### src/rtl/cs_trgt_pkg.sv
// Shared types and defaults for the target-side co-simulation channel manager.
package cs_trgt_pkg;

  localparam int unsigned TRGT_DW       = 8;
  localparam int unsigned TRGT_WDOG_MAX = 10000;

  typedef enum logic [1:0] {
    TRGT_IDLE,
    TRGT_SEND,
    TRGT_WAIT_RX,
    TRGT_ERR
  } trgt_state_e;

  // One transported vector: write enable above the data word.
  typedef struct packed {
    logic               wen;
    logic [TRGT_DW-1:0] data;
  } trgt_vec_t;

endpackage

### src/rtl/cs_trgt_wdog.sv
// Watchdog counter: counts enabled cycles since the last clear and flags the LIMIT-th one.
module cs_trgt_wdog #(
  parameter int unsigned WDW   = 16,
  parameter int unsigned LIMIT = 10000
) (
  input  logic clk_i,
  input  logic rst_ni,
  input  logic clr_i,
  input  logic en_i,
  output logic expire_c_o
);

  logic [WDW-1:0] cnt_q;

  always_ff @(posedge clk_i or negedge rst_ni) begin
    if (!rst_ni) begin
      cnt_q <= '0;
    end else if (clr_i) begin
      cnt_q <= '0;
    end else if (en_i) begin
      cnt_q <= cnt_q + WDW'(1);
    end
  end

  assign expire_c_o = en_i && (cnt_q == WDW'(LIMIT - 1));

endmodule

### src/rtl/cs_trgt_chan_mgr.sv
// Target-side channel manager: uploads the DUT output on each mission-clock edge,
// then collects one download beat per channel while freezing the waiting channels.
module cs_trgt_chan_mgr
  import cs_trgt_pkg::*;
#(
  parameter int unsigned NCH      = 3,
  parameter int unsigned DW       = 8,
  parameter int unsigned WDOG_MAX = TRGT_WDOG_MAX,
  parameter int unsigned WDW      = 16,
  parameter int unsigned CW       = (NCH > 1) ? $clog2(NCH) : 1
) (
  input  logic              clk_i,
  input  logic              rst_ni,
  input  logic              mclk_i,
  input  logic              get_en_i,
  input  logic              put_en_i,
  input  logic              up_valid_i,
  input  logic [DW-1:0]     up_data_i,
  output logic [NCH-1:0]    dn_wen_o,
  output logic [NCH*DW-1:0] dn_data_o,
  output logic [NCH-1:0]    freeze_clk_o,
  output logic              tx_valid_o,
  input  logic              tx_ready_i,
  output logic [DW:0]       tx_data_o,
  input  logic              rx_valid_i,
  output logic              rx_ready_o,
  input  logic [CW-1:0]     rx_chan_i,
  input  logic [DW:0]       rx_data_i,
  output logic              busy_o,
  output logic              wdog_err_o,
  output logic              ovr_err_o
);

  trgt_state_e       state_q, state_d;
  logic              m_q, m_d;
  logic              trig;
  logic [NCH-1:0]    pending_q, pending_d;
  logic [DW:0]       tx_data_q, tx_data_d;
  logic [NCH-1:0]    dn_wen_q, dn_wen_d;
  logic [NCH*DW-1:0] dn_data_q, dn_data_d;
  logic              tx_valid_q, rx_ready_q, busy_q;
  logic [NCH-1:0]    freeze_q;
  logic              wdog_err_q, ovr_err_q;
  logic              wdog_clr, wdog_exp;
  logic              chan_ok;

  assign trig    = m_q & ~m_d;
  assign chan_ok = ({1'b0, rx_chan_i} < (CW+1)'(NCH));

  cs_trgt_wdog #(
    .WDW   (WDW),
    .LIMIT (WDOG_MAX)
  ) u_wdog (
    .clk_i      (clk_i),
    .rst_ni     (rst_ni),
    .clr_i      (wdog_clr),
    .en_i       (state_q == TRGT_WAIT_RX),
    .expire_c_o (wdog_exp)
  );

  // Next-state and datapath next values
  always_comb begin
    state_d   = state_q;
    pending_d = pending_q;
    tx_data_d = tx_data_q;
    dn_wen_d  = dn_wen_q;
    dn_data_d = dn_data_q;
    wdog_clr  = 1'b0;
    case (state_q)
      TRGT_IDLE: begin
        if (trig) begin
          if (put_en_i) begin
            state_d   = TRGT_SEND;
            tx_data_d = {up_valid_i, up_data_i};
          end else if (get_en_i) begin
            state_d   = TRGT_WAIT_RX;
            pending_d = '1;
            wdog_clr  = 1'b1;
          end
        end
      end
      TRGT_SEND: begin
        if (tx_ready_i) begin
          if (get_en_i) begin
            state_d   = TRGT_WAIT_RX;
            pending_d = '1;
            wdog_clr  = 1'b1;
          end else begin
            state_d = TRGT_IDLE;
          end
        end
      end
      TRGT_WAIT_RX: begin
        // Out-of-range channels are accepted but leave all state untouched.
        if (rx_valid_i && chan_ok) begin
          dn_wen_d[rx_chan_i]                        = rx_data_i[DW];
          dn_data_d[int'(rx_chan_i) * int'(DW) +: DW] = rx_data_i[DW-1:0];
          pending_d[rx_chan_i]                       = 1'b0;
        end
        if (pending_d == '0) begin
          state_d = TRGT_IDLE;
        end else if (wdog_exp) begin
          state_d = TRGT_ERR;
        end
      end
      TRGT_ERR: begin
        state_d = TRGT_ERR;
      end
      default: begin
        state_d = TRGT_IDLE;
      end
    endcase
  end

  // State, datapath and registered outputs
  always_ff @(posedge clk_i or negedge rst_ni) begin
    if (!rst_ni) begin
      state_q    <= TRGT_IDLE;
      m_q        <= 1'b0;
      m_d        <= 1'b0;
      pending_q  <= '0;
      tx_data_q  <= '0;
      dn_wen_q   <= '0;
      dn_data_q  <= '0;
      tx_valid_q <= 1'b0;
      rx_ready_q <= 1'b0;
      busy_q     <= 1'b0;
      freeze_q   <= '0;
      wdog_err_q <= 1'b0;
      ovr_err_q  <= 1'b0;
    end else begin
      state_q    <= state_d;
      m_q        <= mclk_i;
      m_d        <= m_q;
      pending_q  <= pending_d;
      tx_data_q  <= tx_data_d;
      dn_wen_q   <= dn_wen_d;
      dn_data_q  <= dn_data_d;
      tx_valid_q <= (state_d == TRGT_SEND);
      rx_ready_q <= (state_d == TRGT_WAIT_RX);
      busy_q     <= (state_d != TRGT_IDLE);
      freeze_q   <= ((state_d == TRGT_WAIT_RX) || (state_d == TRGT_ERR)) ? pending_d : '0;
      wdog_err_q <= wdog_err_q | (state_d == TRGT_ERR);
      ovr_err_q  <= ovr_err_q | (trig && (state_q != TRGT_IDLE));
    end
  end

  assign dn_wen_o     = dn_wen_q;
  assign dn_data_o    = dn_data_q;
  assign freeze_clk_o = freeze_q;
  assign tx_valid_o   = tx_valid_q;
  assign tx_data_o    = tx_data_q;
  assign rx_ready_o   = rx_ready_q;
  assign busy_o       = busy_q;
  assign wdog_err_o   = wdog_err_q;
  assign ovr_err_o    = ovr_err_q;

endmodule

### config.mk
export PLATFORM = sky130hd
export DESIGN_NAME = cs_trgt_chan_mgr
export DESIGN_NICKNAME = d
export VERILOG_FILES = /design/src/rtl/cs_trgt_pkg.sv /design/src/rtl/cs_trgt_wdog.sv /design/src/rtl/cs_trgt_chan_mgr.sv
export SDC_FILE = /design/constraint.sdc
export NUM_CORES = 1
export LEC_CHECK = 0
export CORE_AREA = 2 2 79 81
export CTS_CLUSTER_SIZE = 30
export DETAILED_ROUTE_END_ITERATION = 10
export DIE_AREA = 0 0 81 83
export MAX_ROUTING_LAYER = met4
export PLACE_DENSITY = 0.84
export SLEW_MARGIN = 20
export SYNTH_ARGS = -nofsm -noshare
export SYNTH_HDL_FRONTEND = slang
export SYNTH_HIERARCHICAL = 1
export SYNTH_SLANG_ARGS = --single-unit
### constraint.sdc
create_clock -name clk_i -period 6.6 [get_ports clk_i]
set_input_delay 1.32 -clock clk_i [delete_from_list [all_inputs] [get_ports clk_i]]
set_output_delay 1.32 -clock clk_i [all_outputs]
set_load 0.01 [all_outputs]
==> results.py, run 1 <==
metrics = {
    "run_status": {
        "status": "completed",
    },
    "detailed_routing": {
        "top_layer": "met4",
        "avgRoutedWirePerCell_um": 14.5,
        "wl_met3_um": 364,
        "met1Wirelength_um": 2890,
        "vias_per_cell": 5.41,
        "dr.pass1.iters": 4,
        "drt-total-wl_um": 6420,
        "met2_length_um": 3050,
        "ant_nets": 0,
        "remaining_drc_errors": 0,
        "drt_iter0_markers": 139,
        "vias": 2401,
    },
    "placement": {
        "io_buffers": 70,
        "place_hpwl_um": 4610,
        "gp_congestion": 0.783,
        "dp.cells": 430,
    },
    "global_routing": {
        "antenna_found_initial": 0,
        "grt_pass1_wl_um": 10900,
        "grt_max_degree": 68,
        "grt_pass1_vias": 2301,
        "grt_usage_pct": 21.4,
        "grt-ovfl-total": 0,
    },
    "cells_and_area": {
        "area_growth_pct": 30.2,
        "diodes": 0,
        "fillers": 451,
        "layout-drive-gt1-share_pct": 11.7,
        "layoutNonFillerInstCount": 444,
        "utilization_pct": 68.2,
        "nets": 401,
    },
    "floorplan": {
        "die_w_um": 81,
        "die_h_um": 83,
        "coreArea_um2": 5820,
        "ios": 71,
        "initial_utilization_pct": 52.4,
        "dieArea_um2": 6720,
        "rows": 28,
    },
    "setup_path": {
        "critPathMaxFanout": 19,
        "r2r_slack_ns": 4.13,
        "cp-start-kind": "input port",
        "critical_path_required_ns": 6.83,
        "crit_arrival_ns": 3.57,
        "endpoint_kind": "flip-flop",
        "startpoint": "get_en_i",
        "worstReg2RegStart": "state_q[1]$_DFF_PN0_",
        "setup.worst_path.class": "input port to flip-flop",
    },
    "sta": {
        "skew_ns": 0.00904,
        "rsz0062_at_grt": "false",
        "hold_viol": 0,
        "slew_viol_final": 0,
        "setup-tns-final_ns": 0,
        "finalCritPeriodShare_pct": 50.6,
        "period_needed_ns": 3.34,
        "worst_pin_slew_ns": 1.01,
        "relSlewSlack_pct": 32.3,
        "fmax_ghz": 0.299,
        "hold_slack_ns": 0.375,
        "finalSetupViolCount": 0,
    },
    "yosys": {
        "avgSynthCellArea_um2": 10.4,
        "yosys.area.top_type": "dfrtp_1",
        "synth_enable_flop_cells": 0,
        "syn_inst": 294,
        "synth_area_leaders": "dfrtp_1 55%, nand2_1 7.6%, o21ai_0 5.1%, mux2_2 4.8%, ha_1 3.3%",
        "synth_ff_type": "dfrtp_1",
        "synth-seq-cells": 67,
        "synth_top_area_share_pct": 55.0,
        "yosys_warnings": 6,
        "syn_area_um2": 3050,
        "yosysUniqueCellTypes": 49,
        "syn-num-nets": 329,
        "async_flop_share_pct": 100,
        "ys_seq_area_share_pct": 55.0,
    },
    "clock_network": {
        "clk_path_buf_depth": 2,
        "cts_tree": "built",
        "clkTransAtPathRegs_ns": 0.07,
        "clock-sinks": 67,
        "root_buffer": "clkbuf_8",
        "post_cts_buffers": 0,
        "ctsHtreeMaxLevel": 3,
        "hold_buffers": 0,
        "numCtsBuffers": 9,
        "clkLatencyLatePin_ns": 0.34,
        "cts-resized-gates": 0,
    },
    "power": {
        "ir_drop_mv": 0.231,
        "leakage_nw": 1.69,
        "power.density_nw_per_um2": 357,
        "finalPower_mw": 1.42,
    },
    "hold_path": {
        "hp-class": "flip-flop to flip-flop",
        "min_from": "m_q$_DFF_PN0_",
    },
    "run": {
        "maxCapViolations": 0,
    },
}
metal layers:
layer | up-vias | GRT usage (%)
met4 | 0 | 7.86
li1 | 1157 | -
met5 | - | -
met2 | 72 | 30.4
met1 | 1161 | 29.1
met3 | 11 | 6.20
metrics by stage:
stage / setup slack (ns) / cell area (um^2)
floorplan: 3.70 / 3050
global placement: 3.02 / 3790
detailed placement: 2.93 / 3790
CTS: 3.24 / 3970
global route: 3.09 / 3970
finish: 3.26 / 3970
Yosys cell counts, types with 4 or more instances:
master,number
a21oi_1,10
buf_2,6
dfrtp_1,67
ha_1,8
inv_1,7
mux2_2,13
nand2_1,62
nand3_1,5
nand3b_1,4
nand4_1,4
nor2_1,17
o21ai_0,31
or3_1,7
xnor2_1,4
xor2_1,4
power breakdown:
part           internal (mW)  total [mW]  switching (mW)  leakage, nW
registers              0.522       0.608          0.0864        0.870
clock network          0.169       0.319           0.149       0.0909
logic                  0.264       0.488           0.224        0.725
total                  0.956        1.42           0.460         1.69
worst max-delay path: stages:
cell,delay [ns]
clkdlybuf4s50_1,0.50
nor2b_1,0.19
a31o_2,0.42
nor2_1,0.16
or3_1,0.42
nor3_1,0.20
mux2_2,0.36
path summary, 6_finish.rpt:
path	end	depth (start not counted)
max in group asynchronous	freeze_clk_o[1]$_DFF_PN0_	2
worst max-delay path	u_wdog/cnt_q[13]$_DFFE_PN0P_	7
min in group asynchronous	dn_data_o[23]$_DFFE_PN0P_	2
worst min register to register	m_d$_DFF_PN0_	0
worst min-delay path	m_d$_DFF_PN0_	0
worst max register to register	u_wdog/cnt_q[13]$_DFFE_PN0P_	6
sequential cells by signal, indices dropped and copies added, names as in the netlist:
register / flops
m_d: 1
dn_wen_o: 3
busy_o: 1
pending_q: 3
wdog_err_o: 1
freeze_clk_o: 3
ovr_err_o: 1
u_wdog/cnt_q: 16
dn_data_o: 24
m_q: 1
state_q: 2
tx_data_o: 9
rx_ready_o: 1
tx_valid_o: 1
logic make-up after synthesis:
logic type	synth area share [%]
adders and majority gates	3.29
buffers and inverters	2.87
DFF	55.0
xor gates and xnor gates	2.30
and+or+nand+nor	21.1
AOI/OAI and AO/OA	10.3
muxes	5.13
placed cells by master, fill, tap and decap left out, types with 2 or more instances in the layout:
master and instances:
clkdlybuf4s50_1 69, dfrtp_1 67, nand2_1 62, o21ai_0 31
nor2_1 17, mux2_2 13, a21oi_1 10, clkbuf_8 9
ha_1 8, inv_1 7, or3_1 7, nand3_1 5
nand3b_1 4, nand4_1 4, xor2_1 4, xnor2_1 4
nor2b_1 3, a21o_1 3, nor4_1 3, and3b_2 2
or2_2 2, nor3b_2 2, and3_1 2, clkinv_2 2
nor4b_1 2
cell type report:
cell class | instances | area [um^2] | share of cell area, %
Timing Repair Buffer | 71 | 703 | 17.7
Inverter | 8 | 30.0 | 0.757
Tap cell | 75 | 93.8 | 2.37
Sequential cell | 67 | 1680 | 42.3
Multi-Input combinational cell | 209 | 1280 | 32.3
Clock buffer | 9 | 124 | 3.12
Clock inverter | 5 | 56.3 | 1.42
Power figures use the tool's default switching activity.
==> inputs of run 2 (changes only) <==
CORE_AREA = 2 2 86 88   (was 2 2 79 81)
DIE_AREA = 0 0 88 90   (was 0 0 81 83)
PLACE_DENSITY = 0.75   (was 0.84)
clock period = 2.9 ns   (was 6.6 ns; I/O delays follow)
==> run 2 against run 1 <==
Compared with the run above: final cell count up 7.0%; critical path depth up 3; worst hold slack worse by 0.12 ns; register-to-register slack worse by 3.5 ns; design area up 2.6%.
==> results.py, run 2 (same netlist as run 1, synthesis figures left out) <==
metrics = {
    "setup_path": {
        "cpMostUsedCell": "inv_1",
        "worstReg2RegStart": "state_q[0]$_DFF_PN0_",
        "cp_slowest_cell": "nor4_1",
        "setup.worst_path.end": "rx_ready_o$_DFF_PN0_",
        "cp.depth": 10,
        "endpoint_kind": "flip-flop",
        "r2r_slack_ns": 0.59,
        "cp_num_buf_inv": 3,
        "critPathMaxFanout": 9,
        "crit_arrival_ns": 2.54,
        "r2r-end": "rx_ready_o$_DFF_PN0_",
        "critical_path_required_ns": 3.12,
        "crit_chain": "nand2b_1 -> inv_1 -> nand4_1 -> inv_1 -> nand4_1 -> nor4_1 -> a21oi_1 -> a211o_1 -> inv_1 -> nor2_1",
        "path_delay_family": "simple AND/OR/NAND/NOR gates",
        "setup.worst_path.class": "flip-flop to flip-flop",
        "startpoint": "state_q[0]$_DFF_PN0_",
        "cp_slowest_stage_delay_ns": 0.40,
        "reg2regPathDepth": 10,
        "cp-start-kind": "flip-flop",
    },
    "sta": {
        "hold_viol": 0,
        "finalCritPeriodShare_pct": 79.8,
        "relSlewSlack_pct": 56.6,
        "slew_viol_final": 0,
        "fmax_ghz": 0.432,
        "setup-tns-final_ns": 0,
        "worst_pin_slew_ns": 0.651,
        "finalSetupViolCount": 0,
        "rsz0062_at_grt": "false",
        "period_needed_ns": 2.31,
        "skew_ns": 0.00959,
    },
    "cells_and_area": {
        "nets": 406,
        "layout-drive-gt1-share_pct": 13.3,
        "multiInputGateArea_um2": 1280,
        "final_area_um2": 4070,
        "mostFrequentLayoutCells": "69 x clkdlybuf4s50_1, 67 x dfrtp_1, 62 x nand2_1",
        "regArea_um2": 1680,
        "layout_commonest_cell": "clkdlybuf4s50_1",
        "fillers": 606,
        "area_growth_pct": 33.6,
        "largest_register_ffs": 24,
        "diodes": 0,
    },
    "power": {
        "power.density_nw_per_um2": 825,
        "finalPower_mw": 3.36,
        "ir_drop_mv": 0.339,
        "leakage_nw": 1.73,
    },
    "clock_network": {
        "clkTransAtPathRegs_ns": 0.08,
        "clkLatencyLatePin_ns": 0.35,
        "root_buffer": "clkbuf_8",
        "cts_tree": "built",
        "clk_path_buf_depth": 2,
        "ctsHtreeMaxLevel": 3,
        "numCtsBuffers": 9,
        "hold_buffers": 0,
        "post_cts_buffers": 0,
        "clock-sinks": 67,
        "cts-resized-gates": 0,
    },
    "detailed_routing": {
        "drt_iter0_markers": 110,
        "avgRoutedWirePerCell_um": 13.6,
        "vias_per_cell": 5.15,
        "remaining_drc_errors": 0,
        "dr.pass1.iters": 4,
        "vias": 2444,
        "ant_nets": 0,
        "drt-total-wl_um": 6450,
    },
    "placement": {
        "gp_congestion": 0.842,
        "io_buffers": 70,
        "place_hpwl_um": 4780,
        "dpl-instance-area_um2": 3850,
    },
    "global_routing": {
        "grt-ovfl-total": 0,
        "grt_usage_pct": 17.7,
        "grt_pass1_vias": 2307,
        "grt_max_degree": 31,
        "grt_pass1_wl_um": 10600,
        "antenna_found_initial": 0,
    },
    "floorplan": {
        "initial_utilization_pct": 43.4,
        "die_h_um": 90,
        "coreArea_um2": 7020,
        "dieArea_um2": 7920,
        "ios": 71,
        "rows": 31,
        "die_w_um": 88,
    },
    "run": {
        "maxCapViolations": 0,
    },
    "run_status": {
        "status": "completed",
    },
    "hold_path": {
        "hp-class": "input port to asynchronous set/reset pin",
    },
}
==> run 2: how the worst min path moves through the flow <==
stage | to | slack [ns]
floorplan | busy_o$_DFF_PN0_ | 0.28
global placement | m_d$_DFF_PN0_ | 0.35
detailed placement | m_d$_DFF_PN0_ | 0.36
CTS | u_wdog/cnt_q[12]$_DFFE_PN0P_ | 0.27
global route | u_wdog/cnt_q[12]$_DFFE_PN0P_ | 0.30
finish | u_wdog/cnt_q[15]$_DFFE_PN0P_ | 0.25
==> run 2: cell type report <==
| type | instances | share of cell area, % |
|---|---|---|
| clock buffers | 9 | 3.04 |
| well taps | 99 | 3.04 |
| flip-flops and latches | 67 | 41.2 |
| clock inverters | 7 | 2.24 |
| inverters | 8 | 0.738 |
| multi-input cells | 209 | 31.5 |
| repair buffers | 76 | 18.2 |
==> run 2: report_power, final <==
part / total [mW] / switching (mW) / internal [mW]
combinational: 1.16 / 0.541 / 0.622
clock: 0.845 / 0.363 / 0.482
sequential: 1.35 / 0.159 / 1.19
total: 3.36 / 1.06 / 2.29
==> run 2: stage by stage <==
stage          hold WS (ns)  utilization [%]  setup slack [ns]  std cells
2_1_floorplan         0.284                -             0.735        294
3_3_place_gp          0.355             54.9             0.354        459
3_5_place_dp          0.364             54.9             0.273        459
4_1_cts               0.272             58.0             0.583        475
5_1_grt               0.304             58.0             0.412        475
6_report              0.251             58.0             0.585        475
==> run 2: per-layer routing <==
metal | vias to the layer above | routed length, um | part of all wire, % | GRT usage (%)
met4 | 0 | 123 | 1.9 | 8.85
met2 | 83 | 2910 | 45 | 24.9
met5 | - | 0 | 0 | -
met3 | 11 | 498 | 7.7 | 5.60
li1 | 1171 | - | - | -
met1 | 1179 | 2920 | 45 | 22.9
==> patch, RTL diff (flow settings as in run 1) <==
The package constant `TRGT_WDOG_MAX` goes from 10000 to 5000.
--- a/src/rtl/cs_trgt_pkg.sv
+++ b/src/rtl/cs_trgt_pkg.sv
@@ -3,5 +3,5 @@
 
   localparam int unsigned TRGT_DW       = 8;
-  localparam int unsigned TRGT_WDOG_MAX = 10000;
+  localparam int unsigned TRGT_WDOG_MAX = 5000;
 
   typedef enum logic [1:0] {
Function: no difference found for any inputs over 4 cycles, from zero or initial values and one cycle with rst_ni low; that may be too few to reach the edited logic, so the function may still have changed.
==> patch against run 1 <==
Cell area grew 1.3%. Synthesized area grew 1.1%. Non-clock buffer count is the same. Count of clock-buffer cells in the layout grew 2. Power grew 1.1%. Sequential cell count is the same. Fmax grew 3.6%. Wire length grew 1.6%. Worst setup slack gained 120 ps. Critical path depth shrank 1. Synthesized cell count shrank 1.4%. Critical path type unchanged. Largest cell class unchanged.
==> patch: results (changes against run 1) <==
- Sw power: 468 uW (was 460 uW)
- Synth top cells by count: dfrtp_1, nand2_1, o21ai_0 (unchanged)
- Drt via density: 5.33 (was 5.41)
- Post-DP HPWL: 4760 um (was 4610 um)
- Setup crit end: dn_data_o[21]$_DFFE_PN0P_ (was u_wdog/cnt_q[13]$_DFFE_PN0P_)
- Status: finished, final reports clean (unchanged)
- CP max FO: 8 (was 19)
- Clk pwr share: 23.4% (was 22.5%)
- Proportion of synthesized area in mux cells: 5.08% (was 5.13%)
- Final Skew: 9.74 ps (was 9.04 ps)
- Layout net count: 398 (was 401)
- DRT iter0 DRCs: 179 (was 139)
- Comb power frac: 34.3% (was 34.5%)
- First-pass GRT wire length: 11,000 um (was 10,900 um)
- Compound-Gate Fraction of Synth Area: 10.5% (was 10.3%)
- Yosys cell types: 51 (was 49)
- Number of global-route vias before repair: 2,308 (was 2,301)
- Seq group: 606 uW (was 608 uW)
- Crit path from: rx_chan_i[0] (was get_en_i)
- Top cells by area, synth: dfrtp_1, nand2_1, o21ai_0 (unchanged)
- Overall Global Routing Usage: 21.9% (was 21.4%)
- Syn Nets: 325 (was 329)
- CP max stage delay: 750 ps (was 500 ps)
- WP data arrival: 3480 ps (was 3570 ps)
- Layout cells sized above 1: 12.5% (was 11.7%)
==> patch: metal layers <==
metal | GRT usage [%] | wire length, um
met1 | 29.2 | 2990
met2 | 32.5 | 3120
met3 | 4.78 | 286
met4 | 9.09 | 125
met5 | - | 0
==> patch: metrics by stage <==
step                      instances  hold WS (ps)
after detailed placement        427           379
final                           443           391
after CTS                       443           395
after floorplan                 290           347
after global routing            443           400
after global placement          427           355
==> patch: cell families after synthesis <==
group | after synthesis
compound gates | 50
xor+xnor | 11
fa+ha+maj | 8
buf+inv | 17
flops | 67
mux | 14
simple gates | 123
==> patch: area by class of cell <==
cell class	count	area (sq um)	area share, %
Timing Repair Buffer	71	703	17.5
Inverter	8	30.0	0.747
Multi-Input combinational cell	206	1320	32.9
Clock inverter	5	62.6	1.56
Sequential cell	67	1680	41.7
Clock buffer	11	131	3.27
Tap cell	75	93.8	2.34
